$ cat src/rtl/uart_frame_decoder.sv
// Turns a stream of UART bytes into framed payload: SYNC, LEN, LEN payload bytes, XOR checksum.
// A verified frame is buffered and then presented on a valid/ready byte stream with a last flag.
module uart_frame_decoder #(
  parameter logic [7:0] SYNC_BYTE = 8'hAA,
  parameter int         MAX_LEN   = 16
) (
  input  logic       clk,
  input  logic       rst,
  input  logic       rx_valid,
  input  logic [7:0] rx_data,
  output logic       out_valid,
  output logic [7:0] out_data,
  output logic       out_last,
  input  logic       out_ready,
  output logic       frame_ok,
  output logic       frame_err,
  output logic       overrun
);

  localparam int             CW        = $clog2(MAX_LEN + 1);
  localparam int             AW        = (MAX_LEN > 1) ? $clog2(MAX_LEN) : 1;
  localparam logic [7:0]     MAX_LEN_B = 8'(MAX_LEN);
  localparam logic [CW-1:0]  ONE       = CW'(1);

  typedef enum logic [2:0] {
    S_HUNT,
    S_LEN,
    S_PAYLOAD,
    S_CHECK,
    S_DRAIN
  } state_t;

  state_t        state_reg;
  logic [CW-1:0] len_reg;
  logic [CW-1:0] idx_reg;
  logic [CW-1:0] rd_reg;
  logic [7:0]    chk_reg;

  logic [7:0]    buffer [MAX_LEN];

  logic [CW-1:0] idx_next;
  logic [CW-1:0] rd_next;
  logic [AW-1:0] wr_addr;
  logic [AW-1:0] rd_addr;
  logic [7:0]    rd_word;
  logic          len_bad;
  logic          buf_wr;

  assign idx_next = idx_reg + ONE;
  assign rd_next  = rd_reg + ONE;
  assign len_bad  = (rx_data == 8'd0) || (rx_data > MAX_LEN_B);
  assign buf_wr   = !rst && rx_valid && (state_reg == S_PAYLOAD);
  assign wr_addr  = idx_reg[AW-1:0];
  // Before the first beat the read port points at byte 0, afterwards at the next byte.
  assign rd_addr  = out_valid ? rd_next[AW-1:0] : '0;
  assign rd_word  = buffer[rd_addr];

  always_ff @(posedge clk) begin
    if (buf_wr) begin
      buffer[wr_addr] <= rx_data;
    end
  end

  always_ff @(posedge clk) begin
    if (rst) begin
      state_reg <= S_HUNT;
      len_reg   <= '0;
      idx_reg   <= '0;
      rd_reg    <= '0;
      chk_reg   <= '0;
      out_valid <= 1'b0;
      out_data  <= '0;
      out_last  <= 1'b0;
      frame_ok  <= 1'b0;
      frame_err <= 1'b0;
      overrun   <= 1'b0;
    end else begin
      frame_ok  <= 1'b0;
      frame_err <= 1'b0;
      overrun   <= 1'b0;
      case (state_reg)
        S_HUNT: begin
          if (rx_valid && rx_data == SYNC_BYTE) begin
            state_reg <= S_LEN;
          end
        end
        S_LEN: begin
          if (rx_valid) begin
            if (len_bad) begin
              frame_err <= 1'b1;
              state_reg <= S_HUNT;
            end else begin
              len_reg   <= rx_data[CW-1:0];
              chk_reg   <= rx_data;
              idx_reg   <= '0;
              state_reg <= S_PAYLOAD;
            end
          end
        end
        S_PAYLOAD: begin
          if (rx_valid) begin
            chk_reg <= chk_reg ^ rx_data;
            idx_reg <= idx_next;
            if (idx_next == len_reg) begin
              state_reg <= S_CHECK;
            end
          end
        end
        S_CHECK: begin
          if (rx_valid) begin
            if (rx_data == chk_reg) begin
              frame_ok  <= 1'b1;
              rd_reg    <= '0;
              state_reg <= S_DRAIN;
            end else begin
              frame_err <= 1'b1;
              state_reg <= S_HUNT;
            end
          end
        end
        S_DRAIN: begin
          // Nothing can be accepted while the buffer is being emptied.
          overrun <= rx_valid;
          if (!out_valid) begin
            out_valid <= 1'b1;
            out_data  <= rd_word;
            out_last  <= (len_reg == ONE);
          end else if (out_ready) begin
            if (out_last) begin
              out_valid <= 1'b0;
              out_last  <= 1'b0;
              state_reg <= S_HUNT;
            end else begin
              rd_reg   <= rd_next;
              out_data <= rd_word;
              out_last <= (rd_next == len_reg - ONE);
            end
          end
        end
        default: begin
          state_reg <= S_HUNT;
        end
      endcase
    end
  end

endmodule

$ cat config.mk
export PLATFORM = sky130hd
export DESIGN_NAME = uart_frame_decoder
export DESIGN_NICKNAME = d
export VERILOG_FILES = /design/src/rtl/uart_frame_decoder.sv
export SDC_FILE = /design/constraint.sdc
export NUM_CORES = 1
export LEC_CHECK = 0
export ABC_AREA = 1
export CAP_MARGIN = 0
export CORE_MARGIN = 1.5
export CORE_UTILIZATION = 55
export CTS_CLUSTER_DIAMETER = 80
export CTS_CLUSTER_SIZE = 40
export DETAILED_ROUTE_END_ITERATION = 12
export PLACE_DENSITY = 0.76
export SKIP_CTS_REPAIR_TIMING = 1
export SLEW_MARGIN = 20
export SYNTH_ARGS = -nofsm -noshare
export SYNTH_HDL_FRONTEND = slang
export SYNTH_SLANG_ARGS = --single-unit
$ cat constraint.sdc
create_clock -name clk -period 2 [get_ports clk]
set_clock_uncertainty 0.15 [all_clocks]
set_input_delay 0.4 -clock clk [delete_from_list [all_inputs] [get_ports clk]]
set_output_delay 0.4 -clock clk [all_outputs]
set_load 0.02 [all_outputs]
Word level (Yosys, flattened, before mapping)
Memories as Yosys holds them, arrays and structs flattened.
Cells that the tools add are included.

cells by class
  $add $sub $neg = 3
  multipliers = 0
  div/mod/pow operators = 0
  order comparisons = 1
  equality and inequality tests = 22
  shift operators = 0
  muxes and demuxes = 43
  bitwise logic cells = 5
  reduce and logical (&&, ||, !) cells = 17

operator list
  cell                                                 count
  two-way mux 8 bit                                    6
  two-way mux 5 bit                                    8
  two-way mux 3 bit                                    9
  != test 2 bit, second input constant                 11
  case mux 5 bit (2 select lines)                      2
  case mux 8 bit (2 select lines)                      1
  case mux 3 bit (5 select lines)                      1
  two-way mux 1 bit                                    13
  adder 5 x 1 -> 5 bit, second input constant          2
  equality test 5 bit                                  2
  equality test 8 bit                                  1
  equality test 8 bit, second input constant           1
  > comparator 8 x 5 -> 1 bit, second input constant   1
  logical NOT 8 bit                                    1
  AND reduction 8 bit                                  1
  XOR 8 bit                                            1
  equality test 3 x 2 -> 1 bit, second input constant  2
  AND reduction 3 bit                                  2
  AND reduction 6 bit                                  1
  equality test 5 x 1 -> 1 bit, second input constant  1
  subtractor 5 x 1 -> 5 bit, second input constant     1
  two-way mux 4 bit                                    1
  != test 2 x 1 -> 1 bit, second input constant        2
  NOT 1 bit                                            4
  other kinds (13)                                     16

storage, ports and cells
  flip-flop bits (word level) = 39
  bits in latches = 0
  RAM bits = 128
  ROM bits = 0
  input bits = 12
  output and inout port bits = 13
  memories = 1

memory list
  name    words  width  rd ports  clocked after memory_dff  write ports  RTL line  RTL
  buffer  16     8      1         0                         1            39        logic [7:0] buffer [MAX_LEN];

Logic depth before layout (Yosys ltp)
An unclocked memory read counts as a cell.

  depth after elaboration = 6
  mapped depth = 13
  depth with buffers taken out = 13

Least setup slack after synthesis
OpenSTA, ideal clock, no wires.

  path kind = input to register
  start = input rx_valid
  end = memory buffer[0][0], enable pin
  library setup time = 0.370 ns
  arrival time = 1.543 ns
  required time = 1.480 ns
  slack = -0.063 ns
  cell stages on the path = 7
  buffers on the path = 1
  path through = clkbuf_1 inv_1 nor2_1 inv_1 nor2_1 nand2_1 nor2_1

on the way
  longest elaborated chain between the ends = 4

ends and longest elaborated chain
  element                                  RTL line  RTL
  start: declaration                       9         input logic rx_valid,
  logical AND 1 bit (2 in series)          52        assign buf_wr = !rst && rx_valid && (state_reg == S_PAYLOAD);
  two-way mux 1 bit                        59        if (buf_wr) begin
  two-way mux 1 bit (not written as such)  60        buffer[wr_addr] <= rx_data;
  end: declaration                         39

No other way between the ends.

Final worst setup path
  start = register out_valid
  end = register out_data[3]

on the way
  longest elaborated chain between the ends = 5
  elaborated cells between the ends (all ways) = 8

ends and longest elaborated chain
  element                   RTL line  RTL
  start: declaration        11        output logic out_valid,
  start signal: assignment  71        out_valid <= 1'b0;
  start signal: assignment  125       out_valid <= 1'b1;
  start signal: assignment  130       out_valid <= 1'b0;
  two-way mux 4 bit         55        assign rd_addr = out_valid ? rd_next[AW-1:0] : '0;
  memory read (16 x 8 bit)  n/a
  two-way mux 8 bit         129       if (out_last) begin
  two-way mux 8 bit         128       end else if (out_ready) begin
  two-way mux 8 bit         124       if (!out_valid) begin
  end signal: assignment    126       out_data <= rd_word;
  end signal: assignment    135       out_data <= rd_word;
  end: declaration          12        output logic [7:0] out_data,

Several ways; a longest one is shown, not always the timed one. The select of a mux whose other input is x is not followed.
A chain may end at the register's enable or synchronous reset.

==> implementation parameters <==
Parameter                              Value

Layout
  Share of final-layout standard cells stronger than drive strength 1    0.1934
  Area of the multi-input gates    2603 sq um
  Growth of design area from synthesis to finish    21.80%
  Layout Utilization    0.6943
  Filler cells    953
  Nets    between 800 and 900
  Number of flip-flops in the largest register    between 100 and 150
  FF/Latch Area    about 4600 sq um
  Number of diodes added for antenna fixing    0
  Post-route cell area    about 9300 sq um

Pwr
  Reported net switching power    1.540 mW
  Part of the total power dissipated in combinational logic    0.043
  Total leakage power    3.524 nW
  PwrDens    784.4 nW/um^2
  Sequential fraction of design power    0.514
  VDD IR max    ~0.00054 V
  Switching share of total power    0.2110
  Internal cell power    approximately 5.8 mW
  Clock group share of total power    0.443

Timing
  Final period utilization    0.9871
  Achievable clock frequency    about 510 MHz
  Worst Tran Pin Value    between 0.3 and 0.4 ns
  Min Tclk post-route    1.974 ns
  Number of hold violations in the final report    0
  Unrepaired setup endpoints after global routing    true
  Final setup vio count    0
  Tightest hold margin    between 0.3 and 0.4 ns
  Least setup slack across all paths after layout    ~0.026 ns
  Final-report max-slew violation count    0
  Worst rel slew slack    0.7789

Synth
  Average cell area after synthesis    10.42 sq um
  Dominant cell by count in the synthesized netlist    sky130_fd_sc_hd__edfxtp_1
  Synth Net Count    752
  List of most frequent post-synthesis cells    128 x sky130_fd_sc_hd__edfxtp_1, 100 x sky130_fd_sc_hd__nand2_1, 93 x sky130_fd_sc_hd__nor2_1
  Primary flip-flop cell chosen by synthesis mapping    sky130_fd_sc_hd__edfxtp_1
  Cell count after synthesis    733
  Cell types with the largest area share after synthesis    sky130_fd_sc_hd__edfxtp_1 50%, sky130_fd_sc_hd__dfxtp_1 10%, sky130_fd_sc_hd__nand2_1 4.9%, sky130_fd_sc_hd__nand3_1 4.8%, sky130_fd_sc_hd__nor2_1 4.6%
  Netlist area before placement    7639 sq um
  Area leader, netlist    sky130_fd_sc_hd__edfxtp_1
  Number of register bits inferred by synthesis    around 170
  Area fraction of the dominant cell type after synthesis    0.5032
  Number of synthesis warnings    0
  Post-synth EDFFs    128
  Share of flip-flops with an asynchronous set or reset after synthesis    0
  Register area share after synthesis    0.6054
  Number of distinct library cells after synthesis    43

Place
  RePlAce Congestion    between 0.9 and 1
  Half-perimeter wire length after placement    approximately 13,000 um
  Worst Setup Slack post-DPL    -0.4304 ns
  Area of placed instances    about 8600 sq um
  Port Buffers    24

Routing
  Overall routed net length    roughly 19,000 um
  Number of optimization iterations in the first detailed-route pass    5
  Via-per-instance ratio    between 5 and 6
  Antenna Nets Post-Route    0
  Starting DRT DRC Count    618
  Via Count    between 5,000 and 6,000
  Residual DRC count    0
  Drt wl/cell    ~19 um

Floorplan
  Initial Util    0.5700
  Die footprint    around 15,000 sq um
  Die Width    between 100 and 150 um
  Total I/O pin count    25
  Height of the die    120.9 um
  Floorplan row count    between 40 and 50
  Core Area    around 13,000 sq um

Setup path
  CP Class    reg -> reg
  Data required, critical path    2.23 ns
  Critical path data arrival time    2.21 ns
  Startpoint types    flip-flop
  R2R Setup Slk    ~0.026 ns
  Crit end category    flip-flop
  Highest fanout seen on the critical path    8

Global route
  First-pass GRT wire length    ~30,000 um
  Remaining global-route overflow    0
  Total routing usage reported by global routing    0.2765
  Vias in the first global route    ~5,700
  Number of antenna violations at the first check in global routing    0
  Pin count of the biggest net entering global routing    33

Run status
  Result of the run    finished, final reports clean

Min path
  Hold Path Class    in -> reg

Clock network
  # clock sinks    about 170
  TritonCTS buffer count    17
  Clock Path Buffers    2
  TritonCTS clock tree    built
  Register clock-pin slew on the reported worst setup and hold paths    ~0.060 ns
  Number of levels the H-tree was split into    4
  Root buffer cell    sky130_fd_sc_hd__clkbuf_16
  Worst skew pair latency    roughly 0.44 ns

Run
  Count of max-cap constraint violations    0
## routing by layer
layer / routed length [um] / vias to the layer above / part of all wire / track usage
li1: - / 2734 / - / -
met1: 7841 / 2847 / 0.41 / 0.3758
met2: 9463 / 270 / 0.49 / 0.4467
met3: 1498 / 41 / 0.077 / 0.04652
met4: 541 / 0 / 0.028 / 0.1088
met5: 0 / - / 0 / 0
## cell type report
type | instances | area share
well taps | 176 | 0.02367
clock inverters | 12 | 0.01331
multi-input cells | 474 | 0.2797
flip-flops and latches | 167 | 0.4973
clock buffers | 20 | 0.04909
repair buffers | 111 | 0.1103
inverters | 59 | 0.02663
## worst paths after layout
check             start      endpoint  cells past startpoint
min reg2reg  chk_reg[7]    chk_reg[7]                      2
min          rx_data[3]  buffer[8][3]                      2
max           out_valid   out_data[3]                     10
max reg2reg   out_valid   out_data[3]                     10
## critical path, stage by stage, from the launching register on
cell	delay, ns
sky130_fd_sc_hd__dfxtp_1	0.45
sky130_fd_sc_hd__buf_4	0.19
sky130_fd_sc_hd__nand2_4	0.12
sky130_fd_sc_hd__inv_8	0.13
sky130_fd_sc_hd__buf_4	0.15
sky130_fd_sc_hd__o21ai_0	0.08
sky130_fd_sc_hd__o211ai_1	0.26
sky130_fd_sc_hd__nand3_1	0.13
sky130_fd_sc_hd__nand3_1	0.13
sky130_fd_sc_hd__nand2_1	0.07
sky130_fd_sc_hd__inv_1	0.05
## kinds of logic (layout without fill, tap and decap cells)
logic type	after synthesis	after routing	synth area share
xor+xnor	16	16	0.01933
compound gates	126	126	0.1045
fa+ha+maj	7	7	0.01147
buf+inv	92	202	0.06208
simple gates	325	325	0.1972
flops	167	167	0.6054
## layout by cell type (no fill, tap or decap), types with 3 or more instances in the layout
cell                              instances
sky130_fd_sc_hd__nand4_1                  5
sky130_fd_sc_hd__buf_12                   7
sky130_fd_sc_hd__o211ai_2                 7
sky130_fd_sc_hd__nor2_1                  91
sky130_fd_sc_hd__nor3_1                   3
sky130_fd_sc_hd__or2_2                    8
sky130_fd_sc_hd__clkinvlp_4               3
sky130_fd_sc_hd__dlymetal6s2s_1           5
sky130_fd_sc_hd__nand3_2                  9
sky130_fd_sc_hd__inv_2                    4
sky130_fd_sc_hd__o21ai_0                 36
sky130_fd_sc_hd__a21oi_1                 35
sky130_fd_sc_hd__clkbuf_16               18
sky130_fd_sc_hd__xnor2_1                 10
sky130_fd_sc_hd__clkdlybuf4s50_1         19
sky130_fd_sc_hd__buf_6                    4
sky130_fd_sc_hd__o211ai_1                41
sky130_fd_sc_hd__nand2_1                 99
sky130_fd_sc_hd__inv_1                   51
sky130_fd_sc_hd__or2_0                   17
sky130_fd_sc_hd__dfxtp_1                 37
sky130_fd_sc_hd__xor2_1                   4
sky130_fd_sc_hd__clkinv_2                 4
sky130_fd_sc_hd__edfxtp_1               128
sky130_fd_sc_hd__or2_1                   11
sky130_fd_sc_hd__inv_6                    3
sky130_fd_sc_hd__nand2_4                  3
sky130_fd_sc_hd__buf_4                   75
sky130_fd_sc_hd__ha_1                     4
sky130_fd_sc_hd__nand3_1                 73
## metrics by stage
step                total power [mW]  cells  setup TNS (ns)
floorplan                      3.950    733          -8.105
global placement               4.120    985          -39.58
detailed placement             4.131    985          -44.09
CTS                            7.293   1017         -0.5674
global route                   7.471   1019         -0.5703
finish                         7.298   1019               0
## power groups by stage
| stage | clock (mW) | combinational (mW) | sequential [mW] |
|---|---|---|---|
| after floorplan | 0 | 0.126 | 3.82 |
| after global placement | 0 | 0.297 | 3.82 |
| after detailed placement | 0 | 0.307 | 3.82 |
| after CTS | 3.24 | 0.308 | 3.75 |
| after global routing | 3.38 | 0.345 | 3.75 |
| final | 3.24 | 0.314 | 3.75 |
Note: power is estimated with default switching activity, not from simulation.
